**src/rtl/sfu_pkg.sv**
```systemverilog
// Shared constants, op codes, FSM encoding and saturation helper for the SFU stream block.
// Optional leaky ReLU is enabled by defining SFU_LEAKY_RELU_EN.
package sfu_pkg;

    localparam int unsigned PSUM_BW = 16;
    localparam int unsigned ACC_BW  = 24;
    localparam int unsigned COL     = 8;
    localparam int unsigned CNT_BW  = 8;
    localparam int unsigned LEAK_SH = 3;
    localparam int unsigned DATA_BW = PSUM_BW * COL;

    localparam logic [1:0] OP_BYPASS   = 2'b00;
    localparam logic [1:0] OP_ACC      = 2'b01;
    localparam logic [1:0] OP_FLUSH    = 2'b10;
    localparam logic [1:0] OP_ACC_LAST = 2'b11;

    typedef enum logic [0:0] {
        ST_IDLE  = 1'b0,
        ST_ACCUM = 1'b1
    } sfu_state_e;

    // Clamp a signed accumulator value into the signed output lane range.
    function automatic logic [PSUM_BW-1:0] sat_trunc(input logic [ACC_BW-1:0] x);
        logic [ACC_BW-PSUM_BW:0] hi;
        hi = x[ACC_BW-1:PSUM_BW-1];
        if ((hi == '0) || (hi == '1)) begin
            return x[PSUM_BW-1:0];
        end else if (x[ACC_BW-1]) begin
            return {1'b1, {(PSUM_BW-1){1'b0}}};
        end else begin
            return {1'b0, {(PSUM_BW-1){1'b1}}};
        end
    endfunction

endpackage

```
**src/rtl/sfu_lane.sv**
```systemverilog
// One channel: wrapping accumulator, overflow detect, saturation and (leaky) ReLU.
// Leaky negative slope is selected by SFU_LEAKY_RELU_EN.
module sfu_lane
    import sfu_pkg::*;
(
    input  logic               clk,
    input  logic               reset,
    input  logic               acc_en,
    input  logic               clr_en,
    input  logic               add_en,
    input  logic               relu_en,
    input  logic [PSUM_BW-1:0] psum,
    output logic [PSUM_BW-1:0] result_c,
    output logic               ovf_c
);

    logic [ACC_BW-1:0]  acc_q;
    logic [ACC_BW-1:0]  acc_d;
    logic [ACC_BW-1:0]  psum_ext;
    logic [ACC_BW-1:0]  sum;
    logic [ACC_BW-1:0]  pre_sat;
    logic [PSUM_BW-1:0] sat;

    always_ff @(posedge clk) begin
        if (reset) begin
            acc_q <= '0;
        end else begin
            acc_q <= acc_d;
        end
    end

    always_comb begin
        psum_ext = {{(ACC_BW-PSUM_BW){psum[PSUM_BW-1]}}, psum};
        sum      = acc_q + psum_ext;
        // Two's complement overflow: operands agree in sign, sum does not.
        ovf_c    = (acc_q[ACC_BW-1] == psum_ext[ACC_BW-1]) && (sum[ACC_BW-1] != acc_q[ACC_BW-1]);

        acc_d = acc_q;
        if (clr_en) begin
            acc_d = '0;
        end else if (acc_en) begin
            acc_d = sum;
        end

        pre_sat  = add_en ? sum : acc_q;
        sat      = sat_trunc(pre_sat);
        result_c = sat;
        if (relu_en && sat[PSUM_BW-1]) begin
`ifdef SFU_LEAKY_RELU_EN
            result_c = PSUM_BW'($signed(sat) >>> LEAK_SH);
`else
            result_c = '0;
`endif
        end
    end

endmodule

```
**src/rtl/sfu_stream.sv**
```systemverilog
// Streaming SFU top: valid/ready handshake, output register, accumulation counter, FSM.
// Build option SFU_LEAKY_RELU_EN selects leaky ReLU in the lanes.
module sfu_stream
    import sfu_pkg::*;
(
    input  logic               clk,
    input  logic               reset,
    input  logic               in_valid,
    output logic               in_ready,
    input  logic [1:0]         in_op,
    input  logic               relu_en,
    input  logic [DATA_BW-1:0] psum_in,
    output logic               out_valid,
    input  logic               out_ready,
    output logic [DATA_BW-1:0] out_data,
    output logic [CNT_BW-1:0]  acc_cnt,
    output logic               acc_ovf
);

    sfu_state_e         state_q, state_d;
    logic               out_valid_q, out_valid_d;
    logic [DATA_BW-1:0] out_data_q, out_data_d;
    logic [CNT_BW-1:0]  acc_cnt_q, acc_cnt_d;
    logic               acc_ovf_q, acc_ovf_d;

    logic               xfer;
    logic               is_byp, is_acc, is_flush, is_last, clr;
    logic [DATA_BW-1:0] lane_res;
    logic [COL-1:0]     lane_ovf;

    always_comb begin
        in_ready = !out_valid_q || out_ready;
        xfer     = in_valid && in_ready;
        is_byp   = xfer && (in_op == OP_BYPASS);
        is_acc   = xfer && (in_op == OP_ACC);
        is_flush = xfer && (in_op == OP_FLUSH);
        is_last  = xfer && (in_op == OP_ACC_LAST);
        clr      = is_flush || is_last;
    end

    for (genvar i = 0; i < COL; i++) begin : g_lane
        sfu_lane u_lane (
            .clk      (clk),
            .reset    (reset),
            .acc_en   (is_acc),
            .clr_en   (clr),
            .add_en   (in_op == OP_ACC_LAST),
            .relu_en  (relu_en),
            .psum     (psum_in[PSUM_BW*i +: PSUM_BW]),
            .result_c (lane_res[PSUM_BW*i +: PSUM_BW]),
            .ovf_c    (lane_ovf[i])
        );
    end

    always_ff @(posedge clk) begin
        if (reset) begin
            state_q     <= ST_IDLE;
            out_valid_q <= 1'b0;
            out_data_q  <= '0;
            acc_cnt_q   <= '0;
            acc_ovf_q   <= 1'b0;
        end else begin
            state_q     <= state_d;
            out_valid_q <= out_valid_d;
            out_data_q  <= out_data_d;
            acc_cnt_q   <= acc_cnt_d;
            acc_ovf_q   <= acc_ovf_d;
        end
    end

    always_comb begin
        state_d     = state_q;
        out_valid_d = out_valid_q;
        out_data_d  = out_data_q;
        acc_cnt_d   = acc_cnt_q;
        acc_ovf_d   = acc_ovf_q;

        unique case (state_q)
            ST_IDLE:  if (is_acc) state_d = ST_ACCUM;
            ST_ACCUM: if (clr)    state_d = ST_IDLE;
            default:              state_d = ST_IDLE;
        endcase

        // Pop first; a same-cycle producing beat overrides it.
        if (out_valid_q && out_ready) begin
            out_valid_d = 1'b0;
        end
        if (is_byp) begin
            out_valid_d = 1'b1;
            out_data_d  = psum_in;
        end else if (clr) begin
            out_valid_d = 1'b1;
            out_data_d  = lane_res;
        end

        if (clr) begin
            acc_cnt_d = '0;
        end else if (is_acc && (acc_cnt_q != '1)) begin
            acc_cnt_d = acc_cnt_q + CNT_BW'(1);
        end

        if ((is_acc || is_last) && (|lane_ovf)) begin
            acc_ovf_d = 1'b1;
        end
    end

    assign out_valid = out_valid_q;
    assign out_data  = out_data_q;
    assign acc_cnt   = acc_cnt_q;
    assign acc_ovf   = acc_ovf_q;

endmodule

```
**config.mk**
```make
export PLATFORM = sky130hd
export DESIGN_NAME = sfu_stream
export DESIGN_NICKNAME = d
export VERILOG_FILES = /design/src/rtl/sfu_pkg.sv /design/src/rtl/sfu_lane.sv /design/src/rtl/sfu_stream.sv
export SDC_FILE = /design/constraint.sdc
export NUM_CORES = 1
export LEC_CHECK = 0
export BUFFER_PORTS_ARGS = -buffer_cell sky130_fd_sc_hd__buf_4
export CAP_MARGIN = 10
export CORE_MARGIN = 2
export CORE_UTILIZATION = 45
export CTS_BUF_LIST = sky130_fd_sc_hd__clkbuf_16
export DETAILED_ROUTE_END_ITERATION = 6
export GPL_ROUTABILITY_DRIVEN = 0
export REMOVE_ABC_BUFFERS = 1
export SLEW_MARGIN = 20
export SYNTH_ARGS = -nofsm -noshare
export SYNTH_HDL_FRONTEND = slang
export SYNTH_SLANG_ARGS = --single-unit
```
**constraint.sdc**
```tcl
create_clock -name clk -period 4.95 [get_ports clk]
set_clock_uncertainty 0.05 [all_clocks]
set_input_delay 0.495 -clock clk [delete_from_list [all_inputs] [get_ports clk]]
set_output_delay 0.495 -clock clk [all_outputs]
set_load 0.02 [all_outputs]
```
==> impl_metrics.tcl, run 1 <==
set metrics [dict create \
    post_drt_wl_per_cell_um 19.31 \
    fillCellCount 5920 \
    fin_area_sq_um 30700 \
    hold_violations 0 \
    finalCriticalPeriod_ns 4.146 \
    fin_cells 4617 \
    slew_violations 0 \
    synth_async_sr_flop_share_pct 0 \
    rsz0062_at_grt "no" \
    post_cts_buffers 0 \
    core_area_sq_um 58800 \
    grt_pass1_wl_um 139900 \
    cp_slowest_cell "o32ai_2" \
    ys_seq_area_share_pct 24.74 \
    powerDensity_nw_per_um2 276.6 \
    finalWorstSetupSlack_ns 0.8045 \
    finalSetupViolCount 0 \
    place_ws_ns 0.4720 \
    totalWireLength_um 89150 \
    synth_area_per_cell_sq_um 7.277 \
    antenna_found_initial 8 \
    p_leak_uw 0.01261 \
    worst_ir_drop_vdd_mv 0.2190 \
    postRouteAntennaNets 0 \
    cap_violations 0 \
    reg2reg_slack_ns 0.80 \
    dieWidth_um 247.6 \
    row_count 89 \
    critical_path_class "flop to flop" \
    num_vias 27260 \
    grt_max_degree 142 \
    cp_num_cells 12 \
    area_growth_pct 14.95 \
    clk_pin_slew_ns 0.06 \
    slowest_delay_ns 0.46 \
    crit_path_end "out_data[45]" \
    placed_area_sq_um 29270 \
    grt_pass1_vias 25450 \
    drt-initial-drc-count 1812 \
    synth_cells 3670 \
    tritoncts "built" \
    ctsHoldBuffers 0 \
    cp-startpoint "g_lane[2].u_lane.acc_q[1]" \
    die_h_um 247.6 \
    multiInputGateArea_sq_um 18980 \
    hp-class "input pin to flop" \
    clockBufferDepth 3 \
    place_inst 4538 \
    final-seq-area_sq_um 6606 \
    synth_area_leaders "dfxtp_1 (25%), ha_1 (8.7%), nand2_1 (8.2%)" \
    drc 0 \
    end_kind "flop" \
    cts.sinks 330 \
    tightest_slew_ns 0.9444 \
    cp_cell_sequence "ha_1 > a21o_1 > and4_1 > o21ai_0 > a211oi_1 > o32ai_2 > mux2i_1 > xor2_1 > a21oi_2 > nand2_1 > a31o_2 > a211oi_1" \
    routed_via_density 5.903 \
    clock-root-buffer "clkbuf_16" \
    dp_hpwl_um 61730 \
    cts_inserted_buffers 42 \
    drive_above_1_share_pct 12.66 \
    whs_ns 0.1454 \
    io_buffers 273 \
    start_util_pct 45.42 \
    ys_seq_elements 330 \
    worstPathRequired_ns 5.39 \
    nets 4137 \
    cp_max_fo 12 \
    drt_pass1_iterations 5 \
    cpMostUsedCell "a211oi_1" \
    r2r_start "g_lane[2].u_lane.acc_q[1]" \
    synth_area_sq_um 26710 \
    max_freq_ghz 0.2412 \
    cp-start-kind "flop" \
    crit_buf_inv 0 \
    yosysUniqueCellTypes 102 \
    synth_edf_count 0 \
    htreeDepth 2 \
    grt_overflow 0 \
    status "finished clean" \
    cp_top_family "compound AO/OA/AOI/OAI gates" \
    period_share_pct 83.75 \
    cp_data_arrival_time_ns 4.58 \
    die_area_sq_um 61320 \
    ios 274 \
    final_common_cell "nand2_1" \
    layout_common_cells "nand2_1 (585), nor2_1 (441), a21oi_1 (389), dfxtp_1 (330), buf_4 (306)" \
    synth_top_flop_cell "dfxtp_1" \
    synth.top_cell.area_share_pct 24.74 \
    r2r-end "out_data[45]" \
    ff2ff_path_depth 12 \
    cts_resized 0 \
    clock_latency_ns 0.58 \
    slew_headroom_pct 37.04 \
    globalRouteTotalUtil_pct 28.29 \
    synth_area_leader_cell "dfxtp_1" \
    yosysWarnings 0 \
]
[synth_stat cells (all sizes together), types with 7 or more instances]
master	number
a21boi	7
mux2	7
a21oi	401
a2111oi	19
nand2	590
o31ai	15
clkbuf	164
o211ai	31
and3	31
o31a	9
nand3	56
a211o	18
a31o	9
nor2	443
nand3b	8
a22oi	10
nor2b	24
ha	185
a21o	81
fa	8
o211a	8
a221oi	19
xor2	70
nor3b	20
or3	28
a211oi	124
o22ai	12
and2	24
a31oi	39
dfxtp	330
o21a	86
a311oi	19
nand2b	39
nor4	52
buf	58
o21bai	41
o41ai	7
nor3	67
o2111ai	9
nand4	27
mux2i	31
o21ai	229
inv	57
xnor2	101
[power breakdown]
group / internal [uW] / leakage, uW / switching (uW)
logic: 867 / 0.00920 / 1430
clock network: 1940 / 0.000714 / 1300
registers: 2830 / 0.00270 / 123
total: 5640 / 0.0126 / 2860
[worst register-to-register path, cell delays in order, from the launching register on]
cell and delay (ns):
dfxtp_1 0.39, ha_1 0.25, a21o_1 0.20, and4_1 0.24, o21ai_0 0.38, a211oi_1 0.19
o32ai_2 0.46, mux2i_1 0.34, xor2_1 0.15, a21oi_2 0.40, nand2_1 0.46, a31o_2 0.35
a211oi_1 0.23
[routing by layer]
| metal | part of all wire, % | global-route usage (%) | vias to the layer above |
|---|---|---|---|
| li1 | - | - | 13550 |
| met1 | 46 | 38.50 | 12830 |
| met2 | 46 | 46.29 | 720 |
| met3 | 5.9 | 3.904 | 149 |
| met4 | 2.7 | 8.647 | 10 |
| met5 | 0.081 | 0 | - |
[how the worst min path moves through the flow]
stage | start | end | slack, ns | cells past startpoint
2_1_floorplan | g_lane[1].u_lane.acc_q[13] | g_lane[1].u_lane.acc_q[13] | 0.40 | 2
3_3_place_gp | g_lane[0].u_lane.acc_q[0] | g_lane[0].u_lane.acc_q[0] | 0.41 | 2
3_5_place_dp | g_lane[2].u_lane.acc_q[22] | g_lane[2].u_lane.acc_q[22] | 0.42 | 2
4_1_cts | psum_in[96] | out_data[96] | 0.12 | 3
5_1_grt | psum_in[96] | out_data[96] | 0.13 | 3
6_report | psum_in[96] | out_data[96] | 0.15 | 3
[through the flow]
step	util [%]	total power [uW]	TNS, ns
6_report	52.22	8493	0
5_1_grt	52.21	8896	0
4_1_cts	52.19	8550	0
3_5_place_dp	49.78	5283	0
3_3_place_gp	49.78	5278	0
2_1_floorplan	-	4450	-435.10
[cell families (layout without fill, tap and decap cells)]
group | Yosys count | in the layout | synth area share, %
mux | 38 | 38 | 1.471
fa+ha+maj | 193 | 193 | 9.266
buf+inv | 279 | 449 | 4.610
compound gates | 1228 | 1228 | 30.39
flops | 330 | 330 | 24.74
other cells | 0 | 4 | 0
xor+xnor | 171 | 171 | 5.706
simple gates | 1431 | 1431 | 23.83
[cell type report]
| class | instances | share of cell area [%] |
|---|---|---|
| Tap cell | 773 | 3.150 |
| Antenna cell | 4 | 0.03260 |
| Sequential cell | 330 | 21.52 |
| Multi-Input combinational cell | 3061 | 61.81 |
| Timing Repair Buffer | 317 | 8.171 |
| Clock inverter | 30 | 0.9496 |
| Clock buffer | 45 | 3.668 |
| Inverter | 57 | 0.6969 |
[flip-flops by register name, indices dropped and copies added, names as in the netlist]
signal / cells
g_lane.u_lane.acc_q: 192
out_data: 128
acc_cnt: 8
acc_ovf: 1
out_valid: 1
(Power assumes the default switching activity.)
==> inputs of run 2 (changes only) <==
--- a/config.mk
+++ b/config.mk
@@ -12,6 +12,7 @@
 export CTS_BUF_LIST = sky130_fd_sc_hd__clkbuf_16
 export DETAILED_ROUTE_END_ITERATION = 6
 export GPL_ROUTABILITY_DRIVEN = 0
+export PLACE_DENSITY = 0.66
 export REMOVE_ABC_BUFFERS = 1
 export SLEW_MARGIN = 20
 export SYNTH_ARGS = -nofsm -noshare
==> constraint.sdc (replaced) <==
create_clock -name clk -period 3.54 [get_ports clk]
set_clock_uncertainty 0.05 [all_clocks]
set_input_delay 0.354 -clock clk [delete_from_list [all_inputs] [get_ports clk]]
set_output_delay 0.354 -clock clk [all_outputs]
set_load 0.02 [all_outputs]
==> run 2 against run 1 <==
Net effect: the run now ends with negative setup slack left; worst hold slack got worse by 0.071 ns; clock power grew 46%; setup slack got worse by 0.83 ns; count of clock-buffer cells in the layout did not move; via count rose by 7.5%; sequential share of layout area shrank 2.7 points; first-iteration DRC count increased by 20%; design area up 15%; combinational power increased by 68%; sequential cell count did not move; register-to-register slack lost 0.83 ns; utilization rose by 7.6 points.
==> impl_metrics.tcl, run 2 (same netlist as run 1, synthesis figures left out) <==
set metrics [dict create \
    tritoncts "built" \
    postRouteAntennaNets 0 \
    max_freq_ghz 0.2802 \
    grt_busiest_layer "met2" \
    cp_data_arrival_time_ns 4.01 \
    cp_top_family "compound AO/OA/AOI/OAI gates" \
    num_vias 29310 \
    met3_usage_pct 4.790 \
    cap_violations 0 \
    p_sw_share_pct 33.33 \
    top_register "g_lane.u_lane.acc_q" \
    globalRouteTotalUtil_pct 28.89 \
    dieWidth_um 247.6 \
    drt_pass1_iterations 6 \
    largest_reg_flops 192 \
    finalSetupViolCount 4 \
    reg2reg_slack_ns -0.03 \
    grtUsageMet2_pct 47.88 \
    routed_via_density 5.840 \
    drive_above_1_share_pct 25.20 \
    end_kind "flop" \
    io_buffers 273 \
    totalWireLength_um 93800 \
    grt_max_degree 132 \
    drt-initial-drc-count 2173 \
    clock-root-buffer "clkbuf_16" \
    slowest_delay_ns 0.41 \
    clk_pin_slew_ns 0.07 \
    row_count 89 \
    dp_hpwl_um 64600 \
    period_share_pct 100.8 \
    combPwrFrac_pct 30.4 \
    placed_area_sq_um 32010 \
    power_frac_seq_pct 32.4 \
    clockBufferDepth 3 \
    status "finished with violations" \
    cp-start-kind "flop" \
    core_area_sq_um 58800 \
    final_util_pct 59.86 \
    area_growth_pct 31.79 \
    cp_cell_sequence "ha_4 > o211ai_1 > o211a_1 > o311ai_4 > a31oi_4 > o21ai_1 > xor2_1 > mux2i_1 > o41a_1 > buf_4 > buf_12 > a211oi_2 > nor3b_1 > a2111oi_2" \
    final_common_cell "buf_4" \
    p_leak_uw 0.01482 \
    worstPathRequired_ns 3.98 \
    grt_overflow 0 \
    cts_inserted_buffers 43 \
    total_power_uw 12720 \
    grtUsageMet1_pct 37.51 \
    critical_path_class "flop to flop" \
    grt_pass1_vias 27530 \
    fillCellCount 5409 \
    cp_max_fo 7 \
    worst_ir_drop_vdd_mv 0.3689 \
    clock_latency_ns 0.59 \
    clockPowerShare_pct 37.2 \
    nets 4535 \
    cp_slowest_cell "o41a_1" \
    rsz0062_at_grt "yes" \
    violations "negative setup slack" \
    cts.sinks 330 \
    crit_buf_inv 2 \
    die_h_um 247.6 \
    post_drt_wl_per_cell_um 18.69 \
    htreeDepth 2 \
    finalCriticalPeriod_ns 3.568 \
    die_area_sq_um 61320 \
    fin_area_sq_um 35200 \
    layout_common_cells "buf_4 (674), nand2_1 (584), nor2_1 (435), a21oi_1 (370), dfxtp_1 (311)" \
    start_util_pct 45.42 \
    powerDensity_nw_per_um2 361.3 \
    grt_pass1_wl_um 143900 \
    finalWorstSetupSlack_ns -0.02832 \
    p_switching_uw 4239 \
    hp-class "input pin to flop" \
    slew_headroom_pct 51.53 \
    ios 274 \
    hold_violations 0 \
    tightest_slew_ns 0.7271 \
    drc 0 \
    slew_violations 0 \
    antenna_found_initial 9 \
    p_int_uw 8479 \
]
[run 2: cell type report]
class / instances / area (sq um) / area share (%)
multi-input combinational: 3063 / 20120 / 57.18
sequential: 330 / 6640 / 18.87
timing repair buffer: 712 / 5743 / 16.32
clock buffer: 45 / 1126 / 3.199
tap: 773 / 967.2 / 2.748
clock inverter: 31 / 365.4 / 1.038
inverter: 57 / 214.0 / 0.6079
antenna: 7 / 17.52 / 0.04977
[run 2: final timing paths]
check / from / end / depth (start not counted)
setup reg to reg: g_lane[3].u_lane.acc_q[4] / out_data[49] / 14
setup / recovery: g_lane[3].u_lane.acc_q[4] / out_data[49] / 14
hold / removal: psum_in[77] / out_data[77] / 3
hold reg to reg: out_data[15] / out_data[15] / 2
[run 2: through the flow]
step                      hold slack (ns)  setup slack [ns]  instances   TNS, ns
after CTS                         0.04267          -0.05466       4966  -0.05466
after global placement             0.3985           -0.2800       4883    -8.877
final                             0.07391          -0.02832       5018  -0.05068
after global routing              0.05537           -0.1974       5017    -6.481
after detailed placement           0.4074           -0.3597       4883    -13.12
after floorplan                    0.3729            -3.351       3448   -861.25
[run 2: layer usage]
metal	wire, um	vias to the layer above	part of all wire [%]
li1	-	14360	-
met2	43570	967	46
met5	20	-	0.021
met1	40740	13770	43
met4	3196	4	3.4
met3	6276	211	6.7
[run 2: power groups by stage]
stage          combinational [uW]  sequential (uW)  clock (uW)
3_3_place_gp                 3530             4190           0
5_1_grt                      4180             4150        4950
4_1_cts                      3590             4120        4800
3_5_place_dp                 3550             4200           0
2_1_floorplan                1860             4360           0
6_report                     3860             4120        4730
[run 2: timing repair]
action / in CTS / in global routing
setup endpoints to repair: 59 / 121
setup buffers: 4 / 41
gates cloned: 0 / 7
endpoints found under the hold margin: 3 / 0
pin swaps: 10 / 113
hold buffers: 3 / 0
gates resized for setup: 16 / 239
[run 2: worst reg2reg max path, delay by kind of cell (launching register included)]
| family | cells | cell delay (ns) |
|---|---|---|
| buffers and inverters | 2 | 0.30 |
| flip-flops | 1 | 0.35 |
| XOR/XNOR | 1 | 0.28 |
| AND/OR/NAND/NOR | 1 | 0.08 |
| AO/OA/AOI/OAI | 8 | 1.99 |
| adder cells (fa/ha/maj) | 1 | 0.27 |
| multiplexers | 1 | 0.15 |
